**src/rtl/fetch_queue.sv**
```systemverilog
// Instruction-fetch stage: registers the PC alongside the synchronous imem read and buffers
// (pc, instr) pairs in a fall-through FIFO; a full FIFO drops the fetch and requests a replay.
module fetch_queue #(
    parameter int INSTR_MEM_WIDTH = 32,
    parameter int ADDR_W          = INSTR_MEM_WIDTH,
    parameter int DEPTH           = 4
) (
    input  logic              clk,
    input  logic              rst,
    input  logic [ADDR_W-1:0] pc_in,
    input  logic              flush,
    output logic [ADDR_W-1:0] imem_addr,
    input  logic [31:0]       imem_rdata,
    output logic              out_valid,
    input  logic              out_ready,
    output logic [ADDR_W-1:0] out_pc,
    output logic [31:0]       out_instr,
    output logic              replay,
    output logic [ADDR_W-1:0] replay_pc
);

    localparam int PTR_W = $clog2(DEPTH);
    localparam int CNT_W = PTR_W + 1;

    logic              s1_valid_q, s1_valid_d;
    logic [ADDR_W-1:0] s1_pc_q, s1_pc_d;
    logic [PTR_W-1:0]  wr_ptr_q, wr_ptr_d;
    logic [PTR_W-1:0]  rd_ptr_q, rd_ptr_d;
    logic [CNT_W-1:0]  count_q, count_d;

    logic [ADDR_W-1:0] pc_mem    [DEPTH];
    logic [31:0]       instr_mem [DEPTH];

    logic full, deq, enq;

    assign imem_addr = pc_in;
    assign out_valid = (count_q != '0);
    assign out_pc    = pc_mem[rd_ptr_q];
    assign out_instr = instr_mem[rd_ptr_q];
    assign replay_pc = s1_pc_q;

    always_comb begin
        full   = (count_q == CNT_W'(DEPTH));
        deq    = out_valid & out_ready;
        enq    = s1_valid_q & ~flush & (~full | deq);
        // Replay squashes the fetch now in S0 so the PC can re-present s1_pc next cycle.
        replay = s1_valid_q & full & ~deq & ~flush;

        s1_valid_d = ~flush & ~replay;
        s1_pc_d    = pc_in;
        wr_ptr_d   = wr_ptr_q;
        rd_ptr_d   = rd_ptr_q;
        count_d    = count_q;

        if (flush) begin
            wr_ptr_d = '0;
            rd_ptr_d = '0;
            count_d  = '0;
        end else begin
            if (enq) wr_ptr_d = wr_ptr_q + PTR_W'(1);
            if (deq) rd_ptr_d = rd_ptr_q + PTR_W'(1);
            if (enq && !deq)      count_d = count_q + CNT_W'(1);
            else if (deq && !enq) count_d = count_q - CNT_W'(1);
        end
    end

    always_ff @(posedge clk) begin
        if (rst) begin
            s1_valid_q <= 1'b0;
            s1_pc_q    <= '0;
            wr_ptr_q   <= '0;
            rd_ptr_q   <= '0;
            count_q    <= '0;
        end else begin
            s1_valid_q <= s1_valid_d;
            s1_pc_q    <= s1_pc_d;
            wr_ptr_q   <= wr_ptr_d;
            rd_ptr_q   <= rd_ptr_d;
            count_q    <= count_d;
        end
    end

    // Storage needs no reset: occupancy is tracked by count_q alone.
    always_ff @(posedge clk) begin
        if (enq) begin
            pc_mem[wr_ptr_q]    <= s1_pc_q;
            instr_mem[wr_ptr_q] <= imem_rdata;
        end
    end

endmodule
```
**config.mk**
```make
export PLATFORM = sky130hd
export DESIGN_NAME = fetch_queue
export DESIGN_NICKNAME = d
export VERILOG_FILES = /design/src/rtl/fetch_queue.sv
export SDC_FILE = /design/constraint.sdc
export NUM_CORES = 1
export LEC_CHECK = 0
export CAP_MARGIN = 20
export CORE_MARGIN = 1.5
export CORE_UTILIZATION = 46
export CTS_CLUSTER_SIZE = 20
export DETAILED_ROUTE_END_ITERATION = 7
export PLACE_DENSITY = 0.71
export SETUP_SLACK_MARGIN = 0.3
export SLEW_MARGIN = 10
export SYNTH_ARGS = -nofsm -noshare
export SYNTH_HDL_FRONTEND = slang
export SYNTH_SLANG_ARGS = --single-unit
```
**constraint.sdc**
```tcl
create_clock -name clk -period 5.4 [get_ports clk]
set_clock_uncertainty 0.05 [all_clocks]
set_input_delay 1.08 -clock clk [delete_from_list [all_inputs] [get_ports clk]]
set_output_delay 1.08 -clock clk [all_outputs]
set_load 0.02 [all_outputs]
```
Yosys cells after proc, flatten, opt, wreduce, memory -nomap -nowiden
Memories as Yosys holds them, arrays and structs flattened. A register that Yosys moved wholly into a read port is not among the register bits.
Cells that the tools add are included.
{"block": "word_totals", "input_bits": 68, "ff_bits": 40, "memories": 2, "ramBits": 256}
{"memory": "instr_mem", "depth": 4, "width": 32, "rd": 1, "rd_clocked_by_memory_dff": 1, "write_ports": 1, "line_no": "32", "text": "logic [31:0] instr_mem [DEPTH];"}
{"memory": "pc_mem", "depth": 4, "width": 32, "rd": 1, "rd_clocked_by_memory_dff": 1, "write_ports": 1, "line_no": "31", "text": "logic [ADDR_W-1:0] pc_mem [DEPTH];"}
{"block": "classes", "n_eq_ne": 1, "reduce_logical": 7, "add_sub_neg": 4, "mux": 8, "n_bitwise": 12}
{"op": "two-way mux 2 bit", "count": 4}
{"op": "bitwise AND 1 bit", "count": 7}
{"op": "two-way mux 3 bit", "count": 2}
{"op": "adder 2 x 1 -> 2 bit (second input constant)", "count": 2}
{"op": "NOT 1 bit", "count": 4}
{"op": "adder 3 x 1 -> 3 bit (second input constant)", "count": 1}
{"op": "== test 3 bit (second input constant)", "count": 1}
{"op": "nonzero test 3 bit", "count": 1}
{"op": "subtractor 3 x 1 -> 3 bit (second input constant)", "count": 1}
{"op": "logical AND 1 bit", "count": 2}
{"op": "zero test 1 bit", "count": 2}
{"op": "two-way mux 1 bit", "count": 2}
{"op": "nonzero test 2 bit", "count": 1}
{"op": "OR reduction 2 bit", "count": 1}
{"op": "bitwise OR 1 bit", "count": 1}

Longest topological paths before layout
Gate-level depths: netlist of run 1.
{"block": "logic_depth", "ltp_word": 8, "depth_mapped": 8}

Worst setup path before layout of run 1
No wires, ideal clock.
{"block": "synth_timing", "path_type": "input to register", "startpoint": "input port flush", "endpoint": "memory instr_mem[0][0], enable pin", "arrival_time_ps": 2944, "cell_stages": 3, "t_required_ps": 4921, "path_slack_ps": 1977, "path_cell_list": "nand2b_1 -> nor2_1 -> and2_1"}
{"block": "synth_between", "elab_chain_len": 5}
{"element": "start: declaration", "line_no": "11", "text": "input logic flush,"}
{"element": "NOT 1 bit", "line_no": "45", "text": "enq = s1_valid_q & ~flush & (~full | deq);"}
{"element": "bitwise AND 1 bit (2 in a row)", "line_no": "45"}
{"element": "via enq", "line_no": "34", "text": "logic full, deq, enq;"}
{"element": "two-way mux 1 bit", "line_no": "85", "text": "if (enq) begin"}
{"element": "two-way mux 1 bit (implied by the code)", "line_no": "87", "text": "instr_mem[wr_ptr_q] <= imem_rdata;"}
{"element": "end: declaration", "line_no": "32"}
The timed path passes the listed nets, and every way through them passes these cells.

Worst setup path in the final report of run 1
{"block": "layout_timing", "startpoint": "input port out_ready", "endpoint": "output port replay"}
{"block": "layout_between", "elab_chain_len": 4}
{"element": "start: declaration", "line_no": "15", "text": "input logic out_ready,"}
{"element": "bitwise AND 1 bit", "line_no": "44", "text": "deq = out_valid & out_ready;"}
{"element": "NOT 1 bit", "line_no": "47", "text": "replay = s1_valid_q & full & ~deq & ~flush;"}
{"element": "bitwise AND 1 bit (2 in a row)", "line_no": "47"}
{"element": "end: declaration", "line_no": "18", "text": "output logic replay,"}
No other way between the ends.

==> metrics, run 1 <==
Tot GR Track Use 15.71%; post-cts sizing count 0; Layout Utilization 59.18%; first-pass GRT wire length 29480 µm; CTS clk-pin slew, worst paths 0.06 ns; Worst path max stage delay 0.61 ns; detailed router's first-iteration violation count 313; Worst VDD drop 239.1 µV; cells after synthesis 487; Yosys reg bits 298; Final ANT Viol Nets 0; CTS Hold Bufs 0; RSZ-0062 raised after global routing no; Setup WS post-layout 1.380 ns; number of flops mapped to enable cells by yosys 256; CP cell instances clkdlybuf4s50_1 > or4b_4 > nor2_1 > clkdlybuf4s50_1; core area 23330 µm²; commonest cells after routing, fill and taps aside edfxtp_1, clkdlybuf4s50_1, mux4_2; syn_area_per_cell 22.30 µm²; Max H-tree Level 1; final instance area 13810 µm²; worst setup path endpoint replay; postcts setup bufs 0; Max Cap Viol 0; CP endpoint kind primary output; asr flop ratio synth 0%; Worst Path Arrival 2.89 ns; clk sinks 298; Worst Path Required 4.27 ns; Max Root-Sink Buffers 3; worst reg2reg endpoint count_q[2]; initial antenna violation count 0; Synthesis Warnings 0; Max Clk Rate 0.2488 GHz; GP Congestion 0.7464; Main synth FF type edfxtp_1; Worst Max-Slew Pin Slew 1.037 ns; synth-to-layout area growth 27.12%; Residual DRC 0; pin count of the biggest net entering global routing 65; critical path type input port to primary output; DP Area 12910 µm²; row count 56; type of the most critical hold path flip-flop to flip-flop; final hold slack 0.4526 ns; Cells after DPL 955; Worst R2R Start count_q[0]; count of cell types in the netlist 26; Slew HR 30.85%; R2R cell count 8; DR pass1 iterations 4; syn_nets 561; I/O pin total 198; cell leakage power 4.418 nW; Num CTS Buffers 28; worst slack, placed 1.396 ns; CTS tree yes; dpl hpwl 10870 µm; CP Launch Point out_ready; Final Setup Violations 0; drt wl/cell 19.08 µm; Die Area 24540 µm²; Root Buffer Master clkbuf_16; fin cells 1005; Die W 156.7 µm; post-synthesis sequential area ratio 78.52%; number of global-route vias before repair 5397; diode count 0; I/O Buffers 197; worst skew pair latency 0.53 ns; outcome finished, final reports clean; Final nets 740; via count 5074; setup slack, reg-to-reg 2.99 ns; final hold vios 0; total power 4.752 mW; Post-Route WL 19180 µm; Crit Path Max Fanout 4; Die Span Y 156.7 µm; setup TNS 0 ns; cell type of the slowest stage on the worst timing path clkdlybuf4s50_1; Via density 5.049; total grt overflow 0; mapped cell area 10860 µm²; proportion of layout cells with a drive suffix above 1 16.47%; most frequent cell on the critical path clkdlybuf4s50_1; Cell Pwr Density 344.2 nW/µm²; Tmin final 4.020 ns; final max-slew violation count 0; initial core utilization 46.55%; crit path launch type input port; Tcrit/Tclk final 74.45%; commonest non-fill, non-tap cell in the layout edfxtp_1
## flip-flops by register name, indices dropped and copies added (netlist names), named ones only
register    count
instr_mem     128
count_q         3
rd_ptr_q        2
pc_mem        128
s1_valid_q      1
replay_pc      32
wr_ptr_q        2
## synthesized netlist by cell type, types with 2 or more instances
cell | n | share of area [%]
ha_1 | 5 | 0.58
dfxtp_1 | 42 | 7.7
inv_1 | 4 | 0.14
mux4_2 | 64 | 13
nor2b_1 | 32 | 1.8
and2_1 | 4 | 0.23
buf_4 | 32 | 2.2
or3_1 | 2 | 0.12
a21oi_1 | 4 | 0.18
nor2_1 | 7 | 0.24
o21ai_0 | 3 | 0.14
buf_2 | 6 | 0.28
nand3_1 | 2 | 0.092
xor2_1 | 4 | 0.32
clkbuf_1 | 4 | 0.14
edfxtp_1 | 256 | 71
buf_6 | 7 | 0.73
## kinds of logic (layout without fill, tap and decap cells)
| group | count (synthesis) | after routing | share of synthesized area [%] |
|---|---|---|---|
| flip-flops | 298 | 298 | 78.52 |
| adder cells (fa/ha/maj) | 6 | 6 | 0.7603 |
| multiplexers | 65 | 65 | 13.36 |
| AO/OA/AOI/OAI | 9 | 9 | 0.5183 |
| AND/OR/NAND/NOR | 51 | 51 | 2.984 |
| buffers and inverters | 54 | 253 | 3.536 |
| XOR/XNOR | 4 | 4 | 0.3225 |
## power by group
group	switching, mW	internal (mW)
Sequential	0.0289	2.53
Clock	0.780	1.11
Combinational	0.136	0.161
Total	0.945	3.81
## how the worst min path moves through the flow
stage | from | to | slack, ns | depth (start not counted)
6_report | replay_pc[21] | pc_mem[0][21] | 0.45 | 0
5_1_grt | replay_pc[21] | pc_mem[0][21] | 0.46 | 0
4_1_cts | replay_pc[21] | pc_mem[0][21] | 0.45 | 0
3_5_place_dp | replay_pc[30] | pc_mem[0][30] | 0.44 | 0
3_3_place_gp | s1_valid_q | s1_valid_q | 0.43 | 1
2_1_floorplan | s1_valid_q | s1_valid_q | 0.41 | 1
## routing by layer
metal  wire length [µm]  track usage [%]  part of all wire, %
met5                  0                0                    0
met4                325            4.036                  1.7
met3               1038            3.240                  5.4
met2               9410            25.86                   49
met1               8401            21.55                   44
## critical path: cells and delay by family
family	cells	cell delay [ns]
buffers and inverters	2	1.13
AND/OR/NAND/NOR	2	0.68
## layout make-up
| class | instances | area, µm² |
|---|---|---|
| Fill cell | 1674 | 9525 |
| Sequential cell | 298 | 8536 |
| Timing Repair Buffer | 199 | 1999 |
| Multi-Input combinational cell | 135 | 1959 |
| Clock buffer | 43 | 840.8 |
| Tap cell | 319 | 399.1 |
| Clock inverter | 7 | 57.56 |
| Inverter | 4 | 15.01 |
(Power assumes the default switching activity.)
==> inputs of run 2 (changes only) <==
- PLACE_DENSITY: 0.71 -> 0.74
- clock period: 5.4 -> 3.25 ns (I/O delays scaled with it)
==> metrics, run 2 (synthesis results as in run 1) <==
GP Congestion 0.6776 (was 0.7464); Cells after DPL 965 (was 955); Worst path max stage delay 0.59 ns (was 0.61 ns); initial core utilization 46.55% (unchanged); Die Area 24540 µm² (unchanged); Num CTS Buffers 30 (was 28); cell type of the slowest stage on the worst timing path clkdlybuf4s50_1 (unchanged); row count 56 (unchanged); Tot GR Track Use 16.21% (was 15.71%); pin count of the biggest net entering global routing 65 (unchanged); final max-slew violation count 0 (unchanged); Slew HR 64.77% (was 30.85%); drt wl/cell 20.11 µm (was 19.08 µm); Tcrit/Tclk final 93.59%; synth-to-layout area growth 32.09% (was 27.12%); detailed router's first-iteration violation count 214 (was 313); commonest cells after routing, fill and taps aside edfxtp_1, clkdlybuf4s50_1, mux4_2 (unchanged); R2R cell count 8 (unchanged); Residual DRC 0 (unchanged); Die Span Y 156.7 µm (unchanged); critical path type flip-flop to primary output (was input port to primary output); CP cell instances buf_16 > mux4_2 > clkdlybuf4s50_1 (was clkdlybuf4s50_1 > or4b_4 > nor2_1 > clkdlybuf4s50_1); Max Root-Sink Buffers 3 (unchanged); crit path launch type flip-flop (was input port); Worst Max-Slew Pin Slew 0.5269 ns (was 1.037 ns); CTS Hold Bufs 0 (unchanged); first-pass GRT wire length 30150 µm (was 29480 µm); via count 5302 (was 5074); Final Setup Violations 0 (unchanged); I/O Buffers 197 (unchanged); cell leakage power 5.090 nW (was 4.418 nW); I/O pin total 198 (unchanged); worst skew pair latency 0.53 ns (about the same); Max Cap Viol 0 (unchanged); Worst Path Arrival 2.34 ns (was 2.89 ns); Crit Path Max Fanout 18 (was 4); outcome finished, final reports clean (unchanged); Max H-tree Level 1 (unchanged); Layout Utilization 61.49% (was 59.18%); Post-Route WL 20650 µm (was 19180 µm); clk sinks 298 (unchanged); type of the most critical hold path flip-flop to flip-flop (unchanged); CTS tree yes (unchanged); CP endpoint kind primary output (unchanged); final hold vios 0 (unchanged); commonest non-fill, non-tap cell in the layout edfxtp_1 (unchanged); Tmin final 3.042 ns; total grt overflow 0 (unchanged); DR pass1 iterations 4 (unchanged); diode count 0 (unchanged); initial antenna violation count 1 (was 0); core area 23330 µm² (unchanged); Final ANT Viol Nets 0 (unchanged); Cell Pwr Density 580.2 nW/µm² (was 344.2 nW/µm²); Via density 5.163 (was 5.049); Die W 156.7 µm (unchanged); fin cells 1027 (was 1005); Worst Path Required 2.55 ns (was 4.27 ns); setup TNS 0 ns (unchanged); Root Buffer Master clkbuf_16 (unchanged); WHS Path Cells 0 (unchanged); number of global-route vias before repair 5532 (was 5397); final hold slack 0.4516 ns (was 0.4526 ns); dpl hpwl 12100 µm (was 10870 µm); Max Clk Rate 0.3288 GHz; Worst VDD drop 445.5 µV (was 239.1 µV); RSZ-0062 raised after global routing yes (was no); Final nets 759 (was 740); CTS clk-pin slew, worst paths 0.06 ns (about the same); total power 8.325 mW (was 4.752 mW); proportion of layout cells with a drive suffix above 1 19.07% (was 16.47%)
run 2: routing by layer:
metal | vias to the layer above | track usage [%] | part of all wire [%]
met5 | - | 0 | 0.068
met4 | 2 | 4.989 | 2.2
met3 | 41 | 3.572 | 6.0
met2 | 175 | 27.15 | 50
met1 | 2754 | 21.29 | 42
li1 | 2330 | - | -
run 2: final cells by class:
type                       count  area (µm²)
inverter                       4       15.01
sequential                   298        8536
timing repair buffer         216        2400
tap                          319       399.1
multi-input combinational    135        1959
fill                        1598        8985
clock buffer                  37       798.3
clock inverter                18       240.2
run 2: final timing paths:
path	startpoint	slack [ns]	to
worst min-delay path	replay_pc[29]	0.45	pc_mem[0][29]
worst max register to register	count_q[0]	0.85	count_q[2]
worst max-delay path	flip-flop	0.21	out_instr[1]
worst min register to register	replay_pc[29]	0.45	pc_mem[0][29]
run 2: per-stage QoR:
step	instance area, µm²	setup slack, ns
6_report	14350	0.2082
5_1_grt	14350	0.1207
4_1_cts	14120	0.1418
3_5_place_dp	13080	0.1612
3_3_place_gp	13080	0.2498
2_1_floorplan	10870	0.9529
run 2: repair_timing:
item | 4_1_cts | 5_1_grt
resized for setup | 7 | 53
setup endpoints to repair | 65 | 59
cloned | 0 | 2
endpoints found under the hold margin | 0 | 0
buffers inserted | 0 | 5
run 2: power breakdown:
group / switching, mW / internal [mW] / total [mW]
Combinational: 0.240 / 0.273 / 0.513
Sequential: 0.0408 / 4.21 / 4.25
Clock: 1.36 / 2.21 / 3.57
run 2: worst max-delay path: cells and delay by family (launching register included):
| kind | cells | cell delay, ns |
|---|---|---|
| buffers and inverters | 2 | 0.80 |
| flip-flops | 1 | 0.46 |
| multiplexers | 1 | 0.53 |
